## config.mk

```make
export PLATFORM = sky130hd
export DESIGN_NAME = msrv32_machine_control_flat
export DESIGN_NICKNAME = d
export VERILOG_FILES = /design/src/rtl/msrv32_machine_control_if.sv /design/src/rtl/msrv32_machine_control.sv /design/src/flat_wrapper.sv
export SDC_FILE = /design/constraint.sdc
export NUM_CORES = 1
export LEC_CHECK = 0
export ABC_AREA = 1
export CAP_MARGIN = 25
export CELL_PAD_IN_SITES_DETAIL_PLACEMENT = 1
export CELL_PAD_IN_SITES_GLOBAL_PLACEMENT = 1
export CORE_MARGIN = 2
export CORE_UTILIZATION = 19
export CTS_BUF_LIST = sky130_fd_sc_hd__clkbuf_16
export CTS_CLUSTER_SIZE = 40
export DETAILED_ROUTE_END_ITERATION = 6
export PLACE_DENSITY_LB_ADDON = 0.15
export SLEW_MARGIN = 30
export SYNTH_ARGS = -nofsm -noshare
export SYNTH_HDL_FRONTEND = slang
export SYNTH_SLANG_ARGS = --single-unit
```

## constraint.sdc

```tcl
create_clock -name ms_riscv32_mp_clk_in -period 1.83 [get_ports ms_riscv32_mp_clk_in]
set_input_delay 0.366 -clock ms_riscv32_mp_clk_in [delete_from_list [all_inputs] [get_ports ms_riscv32_mp_clk_in]]
set_output_delay 0.366 -clock ms_riscv32_mp_clk_in [all_outputs]
set_load 0.02 [all_outputs]
```

## src/rtl/msrv32_machine_control_if.sv

```systemverilog
// Trap-control bundle between the machine-mode sequencer (master) and the
// decoder/CSR-file/PC-mux side (slave).
interface msrv32_machine_control_if;
    logic       illegal_instr_in;
    logic       misaligned_instr_in;
    logic       misaligned_load_in;
    logic       misaligned_store_in;
    logic [4:0] opcode_6_to_2_in;
    logic [2:0] funct3_in;
    logic [6:0] funct7_in;
    logic [4:0] rs1_addr_in;
    logic [4:0] rs2_addr_in;
    logic [4:0] rd_addr_in;
    logic       mie_in;
    logic       meie_in;
    logic       mtie_in;
    logic       msie_in;
    logic       meip_in;
    logic       mtip_in;
    logic       msip_in;

    logic       i_or_e_out;
    logic [3:0] cause_out;
    logic       set_cause_out;
    logic       set_epc_out;
    logic       mie_clear_out;
    logic       mie_set_out;
    logic       instret_inc_out;
    logic       misaligned_exception_out;
    logic [1:0] pc_src_out;
    logic       flush_out;

    modport master (
        input  illegal_instr_in, misaligned_instr_in, misaligned_load_in, misaligned_store_in,
        input  opcode_6_to_2_in, funct3_in, funct7_in, rs1_addr_in, rs2_addr_in, rd_addr_in,
        input  mie_in, meie_in, mtie_in, msie_in, meip_in, mtip_in, msip_in,
        output i_or_e_out, cause_out, set_cause_out, set_epc_out, mie_clear_out, mie_set_out,
        output instret_inc_out, misaligned_exception_out, pc_src_out, flush_out
    );

    modport slave (
        output illegal_instr_in, misaligned_instr_in, misaligned_load_in, misaligned_store_in,
        output opcode_6_to_2_in, funct3_in, funct7_in, rs1_addr_in, rs2_addr_in, rd_addr_in,
        output mie_in, meie_in, mtie_in, msie_in, meip_in, mtip_in, msip_in,
        input  i_or_e_out, cause_out, set_cause_out, set_epc_out, mie_clear_out, mie_set_out,
        input  instret_inc_out, misaligned_exception_out, pc_src_out, flush_out
    );
endinterface

```

## src/rtl/msrv32_machine_control.sv

```systemverilog
// Machine-mode trap sequencer: picks trap cause, drives CSR trap controls, PC select and flush.
// Define MSRV32_MISALIGNED_TRAP_EN to make the misaligned instr/load/store inputs raise traps.
module msrv32_machine_control (
    input logic ms_riscv32_mp_clk_in,
    input logic ms_riscv32_mp_rst_in,
    msrv32_machine_control_if.master mc
);
    typedef enum logic [1:0] {
        RESET       = 2'b00,
        OPERATING   = 2'b01,
        TRAP_TAKEN  = 2'b10,
        TRAP_RETURN = 2'b11
    } state_t;

    state_t     state, next_state;
    logic       sys_base, is_ecall, is_ebreak, is_mret;
    logic       irq_ext, irq_sw, irq_tmr, irq_pend, exc_pend, trap_req;
    logic       mis_instr, mis_load, mis_store, mis_any;
    logic [3:0] cause_nxt, cause_q;
    logic       ioe_nxt, ioe_q;

    assign sys_base  = (mc.opcode_6_to_2_in == 5'b11100) && (mc.funct3_in == 3'd0) &&
                       (mc.rs1_addr_in == 5'd0) && (mc.rd_addr_in == 5'd0);
    assign is_ecall  = sys_base && ({mc.funct7_in, mc.rs2_addr_in} == 12'h000);
    assign is_ebreak = sys_base && ({mc.funct7_in, mc.rs2_addr_in} == 12'h001);
    assign is_mret   = sys_base && ({mc.funct7_in, mc.rs2_addr_in} == 12'h302);

`ifdef MSRV32_MISALIGNED_TRAP_EN
    assign mis_instr = mc.misaligned_instr_in;
    assign mis_load  = mc.misaligned_load_in;
    assign mis_store = mc.misaligned_store_in;
`else
    logic unused_misaligned;
    assign unused_misaligned = ^{mc.misaligned_instr_in, mc.misaligned_load_in, mc.misaligned_store_in};
    assign mis_instr = 1'b0;
    assign mis_load  = 1'b0;
    assign mis_store = 1'b0;
`endif
    assign mis_any = mis_instr | mis_load | mis_store;

    assign irq_ext  = mc.mie_in & mc.meie_in & mc.meip_in;
    assign irq_sw   = mc.mie_in & mc.msie_in & mc.msip_in;
    assign irq_tmr  = mc.mie_in & mc.mtie_in & mc.mtip_in;
    assign irq_pend = irq_ext | irq_sw | irq_tmr;
    assign exc_pend = mc.illegal_instr_in | mis_any | is_ecall | is_ebreak;
    assign trap_req = irq_pend | exc_pend;

    // Fixed priority: interrupts first, then exceptions in architectural order
    always_comb begin
        cause_nxt = 4'd0;
        ioe_nxt   = 1'b0;
        if (irq_ext) begin
            cause_nxt = 4'd11; ioe_nxt = 1'b1;
        end else if (irq_sw) begin
            cause_nxt = 4'd3;  ioe_nxt = 1'b1;
        end else if (irq_tmr) begin
            cause_nxt = 4'd7;  ioe_nxt = 1'b1;
        end else if (mis_instr) begin
            cause_nxt = 4'd0;
        end else if (mc.illegal_instr_in) begin
            cause_nxt = 4'd2;
        end else if (is_ebreak) begin
            cause_nxt = 4'd3;
        end else if (is_ecall) begin
            cause_nxt = 4'd11;
        end else if (mis_load) begin
            cause_nxt = 4'd4;
        end else if (mis_store) begin
            cause_nxt = 4'd6;
        end
    end

    always_ff @(posedge ms_riscv32_mp_clk_in) begin
        if (ms_riscv32_mp_rst_in) begin
            state   <= RESET;
            cause_q <= 4'd0;
            ioe_q   <= 1'b0;
        end else begin
            state <= next_state;
            if (state == OPERATING && trap_req) begin
                cause_q <= cause_nxt;
                ioe_q   <= ioe_nxt;
            end
        end
    end

    always_comb begin
        next_state = OPERATING;
        case (state)
            RESET:       next_state = OPERATING;
            OPERATING: begin
                if (trap_req)     next_state = TRAP_TAKEN;
                else if (is_mret) next_state = TRAP_RETURN;
                else              next_state = OPERATING;
            end
            TRAP_TAKEN:  next_state = OPERATING;
            TRAP_RETURN: next_state = OPERATING;
            default:     next_state = RESET;
        endcase
    end

    always_comb begin
        mc.pc_src_out               = 2'b11;
        mc.flush_out                = 1'b0;
        mc.set_epc_out              = 1'b0;
        mc.set_cause_out            = 1'b0;
        mc.mie_clear_out            = 1'b0;
        mc.mie_set_out              = 1'b0;
        mc.instret_inc_out          = 1'b0;
        mc.misaligned_exception_out = 1'b0;
        case (state)
            RESET: begin
                mc.pc_src_out = 2'b00;
                mc.flush_out  = 1'b1;
            end
            OPERATING: begin
                mc.instret_inc_out          = ~(trap_req | is_mret);
                mc.misaligned_exception_out = mis_any & ~irq_pend;
            end
            TRAP_TAKEN: begin
                mc.pc_src_out    = 2'b10;
                mc.flush_out     = 1'b1;
                mc.set_epc_out   = 1'b1;
                mc.set_cause_out = 1'b1;
                mc.mie_clear_out = 1'b1;
            end
            TRAP_RETURN: begin
                mc.pc_src_out  = 2'b01;
                mc.flush_out   = 1'b1;
                mc.mie_set_out = 1'b1;
            end
            default: ;
        endcase
    end

    assign mc.cause_out  = cause_q;
    assign mc.i_or_e_out = ioe_q;
endmodule

```

## src/flat_wrapper.sv

```systemverilog
// flat-port wrapper written by rule: the top's interface ports become plain ports
module msrv32_machine_control_flat 
  (ms_riscv32_mp_clk_in, ms_riscv32_mp_rst_in, mc_illegal_instr_in, mc_misaligned_instr_in, mc_misaligned_load_in, mc_misaligned_store_in, mc_opcode_6_to_2_in, mc_funct3_in, mc_funct7_in, mc_rs1_addr_in, mc_rs2_addr_in, mc_rd_addr_in, mc_mie_in, mc_meie_in, mc_mtie_in, mc_msie_in, mc_meip_in, mc_mtip_in, mc_msip_in, mc_i_or_e_out, mc_cause_out, mc_set_cause_out, mc_set_epc_out, mc_mie_clear_out, mc_mie_set_out, mc_instret_inc_out, mc_misaligned_exception_out, mc_pc_src_out, mc_flush_out);
  msrv32_machine_control_if mc_i ();
  input logic ms_riscv32_mp_clk_in;
  input logic ms_riscv32_mp_rst_in;
  input wire logic [$bits(mc_i.illegal_instr_in)-1:0] mc_illegal_instr_in;
  input wire logic [$bits(mc_i.misaligned_instr_in)-1:0] mc_misaligned_instr_in;
  input wire logic [$bits(mc_i.misaligned_load_in)-1:0] mc_misaligned_load_in;
  input wire logic [$bits(mc_i.misaligned_store_in)-1:0] mc_misaligned_store_in;
  input wire logic [$bits(mc_i.opcode_6_to_2_in)-1:0] mc_opcode_6_to_2_in;
  input wire logic [$bits(mc_i.funct3_in)-1:0] mc_funct3_in;
  input wire logic [$bits(mc_i.funct7_in)-1:0] mc_funct7_in;
  input wire logic [$bits(mc_i.rs1_addr_in)-1:0] mc_rs1_addr_in;
  input wire logic [$bits(mc_i.rs2_addr_in)-1:0] mc_rs2_addr_in;
  input wire logic [$bits(mc_i.rd_addr_in)-1:0] mc_rd_addr_in;
  input wire logic [$bits(mc_i.mie_in)-1:0] mc_mie_in;
  input wire logic [$bits(mc_i.meie_in)-1:0] mc_meie_in;
  input wire logic [$bits(mc_i.mtie_in)-1:0] mc_mtie_in;
  input wire logic [$bits(mc_i.msie_in)-1:0] mc_msie_in;
  input wire logic [$bits(mc_i.meip_in)-1:0] mc_meip_in;
  input wire logic [$bits(mc_i.mtip_in)-1:0] mc_mtip_in;
  input wire logic [$bits(mc_i.msip_in)-1:0] mc_msip_in;
  output wire logic [$bits(mc_i.i_or_e_out)-1:0] mc_i_or_e_out;
  output wire logic [$bits(mc_i.cause_out)-1:0] mc_cause_out;
  output wire logic [$bits(mc_i.set_cause_out)-1:0] mc_set_cause_out;
  output wire logic [$bits(mc_i.set_epc_out)-1:0] mc_set_epc_out;
  output wire logic [$bits(mc_i.mie_clear_out)-1:0] mc_mie_clear_out;
  output wire logic [$bits(mc_i.mie_set_out)-1:0] mc_mie_set_out;
  output wire logic [$bits(mc_i.instret_inc_out)-1:0] mc_instret_inc_out;
  output wire logic [$bits(mc_i.misaligned_exception_out)-1:0] mc_misaligned_exception_out;
  output wire logic [$bits(mc_i.pc_src_out)-1:0] mc_pc_src_out;
  output wire logic [$bits(mc_i.flush_out)-1:0] mc_flush_out;
  assign mc_i.illegal_instr_in = mc_illegal_instr_in;
  assign mc_i.misaligned_instr_in = mc_misaligned_instr_in;
  assign mc_i.misaligned_load_in = mc_misaligned_load_in;
  assign mc_i.misaligned_store_in = mc_misaligned_store_in;
  assign mc_i.opcode_6_to_2_in = mc_opcode_6_to_2_in;
  assign mc_i.funct3_in = mc_funct3_in;
  assign mc_i.funct7_in = mc_funct7_in;
  assign mc_i.rs1_addr_in = mc_rs1_addr_in;
  assign mc_i.rs2_addr_in = mc_rs2_addr_in;
  assign mc_i.rd_addr_in = mc_rd_addr_in;
  assign mc_i.mie_in = mc_mie_in;
  assign mc_i.meie_in = mc_meie_in;
  assign mc_i.mtie_in = mc_mtie_in;
  assign mc_i.msie_in = mc_msie_in;
  assign mc_i.meip_in = mc_meip_in;
  assign mc_i.mtip_in = mc_mtip_in;
  assign mc_i.msip_in = mc_msip_in;
  assign mc_i_or_e_out = mc_i.i_or_e_out;
  assign mc_cause_out = mc_i.cause_out;
  assign mc_set_cause_out = mc_i.set_cause_out;
  assign mc_set_epc_out = mc_i.set_epc_out;
  assign mc_mie_clear_out = mc_i.mie_clear_out;
  assign mc_mie_set_out = mc_i.mie_set_out;
  assign mc_instret_inc_out = mc_i.instret_inc_out;
  assign mc_misaligned_exception_out = mc_i.misaligned_exception_out;
  assign mc_pc_src_out = mc_i.pc_src_out;
  assign mc_flush_out = mc_i.flush_out;
  msrv32_machine_control u_core (.ms_riscv32_mp_clk_in(ms_riscv32_mp_clk_in), .ms_riscv32_mp_rst_in(ms_riscv32_mp_rst_in), .mc(mc_i));
endmodule
```

==> metrics.md <==
| Metric | Value |
|---|---|
| Worst Path Max Fanout | 3 |
| Max-cap violation count | 0 |
| Avg WL per Cell | 10.4 µm |
| Setup CP Type | primary input to primary output |
| Clk Latency, worst-skew pair | between 200 and 250 ps |
| Period minus WS final | roughly 1800 ps |
| DRC violations left | 0 |
| Layout cells sized above 1 | 0.266 |
| Diodes inserted | 0 |
| Fill cells | around 390 |
| FP Rows | 20 |
| Clk buf depth | 2 |
| Fin util | 0.501 |
| Run status | complete, no violations |
| # clock sinks | 7 |
| CP Launch Type | primary input |
| Fmax achieved | 571 MHz |
| Nets@finish | 222 |
| Antenna Nets Post-Route | 0 |
| Synthesis-to-finish area growth | 150% |
| Synth area leaders | dfxtp_1 (23%), nor2_1 (15%), nand2_1 (12%), ha_1 (10%), inv_1 (8.6%) |
| Floorplan Core Area | approximately 3100 µm² |
| Peak supply drop | between 300 and 400 µV |
| Power Dens Cells | about 540 nW/µm² |
| Delay-heaviest family, CP | simple AND/OR/NAND/NOR gates |
| Multi-input gate area | around 460 µm² |
| Worst path bufs/invs | 2 |
| Pre-antenna DRT Iters | 2 |
| Mapped Nets | approximately 150 |
| IO Count | 57 |
| CTS tree | yes |
| Post-Synthesis Cells | roughly 100 |
| CTS buffer count | 3 |
| Via count | about 900 |
| Final Max Slew Viols | 0 |
| Hold WC Path Type | flip-flop to flip-flop |
| Die area | approximately 3700 µm² |
| Vert. Die Dim | roughly 61 µm |
| Crit path DAT | around 1400 ps |
| RSZ-0062 raised after global routing | false |
| Avg Vias per Cell | 4.07 |
| Floorplan die width | roughly 61 µm |
| Root Driver | clkbuf_16 |
| P_leak | 0.988 nW |
| Crit-path cells | dlygate4sd2_1, nor2_1, nand2_1, nor2_2, nand2_2, nor2_4, nand2_2, nand3_2, nor2_2, buf_6 |
| Vias in the first global route | 832 |
| Syn avg cell area | 6.07 µm² |
| Setup violators final | 0 |
| #FFs+latches synth | 7 |
| Yosys top cell area share | 0.229 |
| Final setup TNS | 0 ps |
| Initial antenna violation count | 0 |
| Initial Util | 0.201 |
| CP max stage delay | 230 ps |
| Grt total ovfl | 0 |
| Most frequent cells in the layout | dlymetal6s2s_1 (35), nor2_1 (20), buf_4 (18) |
| Largest net degree at the start of global routing | 7 |
| Area leader, netlist | dfxtp_1 |
| Port bufs | 52 |
| Crit end category | primary output |
| Most common cell after layout, fill and taps aside | dlymetal6s2s_1 |
| Register area | roughly 140 µm² |
| Register area share after synthesis | 0.229 |
| HPWL after DPL | around 1.8 mm |
| Crit path max-delay cell type | dlygate4sd2_1 |
| Setup Skew | 0.616 ps |
| Synth warn | 0 |
| Worst endpoint required time | roughly 1500 ps |
| Netlist cell types | 19 |
| Initial drt markers | 11 |
| Netlist Area Pre-Place | between 600 and 700 µm² |
| CTS H-tree depth | 1 |
| Post-CTS Hold Buffers | 0 |
| Final GP Congestion | approximately 0.73 |
| Hold Vio Cnt, Final | 0 |
| First-pass GRT wire length | 3.23 mm |
| Tot GR Track Use | 0.121 |
| Clk slew on worst S/H paths | ~40 ps |
| Period utilization | 0.957 |
| WL final | ~2.3 mm |
## layer usage
layer,global-route usage,vias up,wire (µm)
li1,-,452,-
met1,0.109,397,782
met2,0.238,29,1270
met3,0.0405,6,158
met4,0.0559,0,44
met5,0,-,0
## what timing repair did
action	4_1_cts	5_1_grt
pin swaps	8	33
gates resized for setup	20	52
buffers inserted	3	5
endpoints found under the setup margin	8	9
## cell type report
| class | count | share of cell area |
|---|---|---|
| clock buffers | 3 | 0.0491 |
| inverters | 14 | 0.0343 |
| clock inverters | 1 | 0.00245 |
| multi-input cells | 77 | 0.301 |
| flip-flops and latches | 7 | 0.0924 |
| well taps | 44 | 0.0360 |
| repair buffers | 71 | 0.485 |
## final timing paths
path | startpoint | slack [ps] | cells past startpoint | endpoint
worst min-delay path | u_core.mc.cause_out[0]$_SDFFE_PP0P_ | 440 | 2 | u_core.mc.cause_out[0]$_SDFFE_PP0P_
worst max register to register | u_core.state[1]$_SDFF_PP0_ | 700 | 6 | u_core.mc.cause_out[0]$_SDFFE_PP0P_
worst min register to register | u_core.mc.cause_out[0]$_SDFFE_PP0P_ | 440 | 2 | u_core.mc.cause_out[0]$_SDFFE_PP0P_
worst max-delay path | mc_funct3_in[2] | 80 | 10 | mc_instret_inc_out
## power by group
| part | leakage (nW) | switching, W | internal (W) |
|---|---|---|---|
| registers | 0.0582 | 0.00000920 | 0.000169 |
| logic | 0.887 | 0.000127 | 0.000153 |
| clock network | 0.0423 | 0.0000903 | 0.000285 |
## cell usage after synthesis
cell      count
nor2_1       24
nand2_1      20
inv_1        14
nand3_1       8
dfxtp_1       7
ha_1          5
a21oi_1       4
buf_4         3
nor3_1        3
nand2_4       2
nand3b_1      2
nor2_2        2
and2_1        1
conb_1        1
nand2_2       1
nand4_1       1
nor2_4        1
o21ai_0       1
or2_2         1
## per-stage QoR
stage | worst slack (ps) | cell area (µm²) | hold WS, ps | std cells | power (W)
after floorplan | 267 | 613 | 435 | 101 | 0.000295
after global placement | -648 | 1250 | 438 | 205 | 0.000454
after detailed placement | -680 | 1250 | 452 | 205 | 0.000463
after CTS | -182 | 1350 | 457 | 212 | 0.000840
after global routing | 3.18 | 1530 | 478 | 217 | 0.000882
final | 79.0 | 1530 | 445 | 217 | 0.000833
## cells by family (layout without fill, tap and decap cells)
family,count (synthesis),after routing,synth area share
simple gates,66,66,0.500
buf+inv,17,89,0.122
flops,7,7,0.229
fa+ha+maj,5,5,0.102
compound gates,5,5,0.0408
other cells,1,1,0.00612
## worst min-delay path: stages, from the launching register on
cell	delay [ps]
dfxtp_1	300
inv_1	50
a21oi_1	50
## flip-flops by register name (all words and copies together), names as in the netlist
signal / count
u_core.mc.cause_out: 4
u_core.mc.i_or_e_out: 1
u_core.state: 2
(Power assumes the default switching activity.)
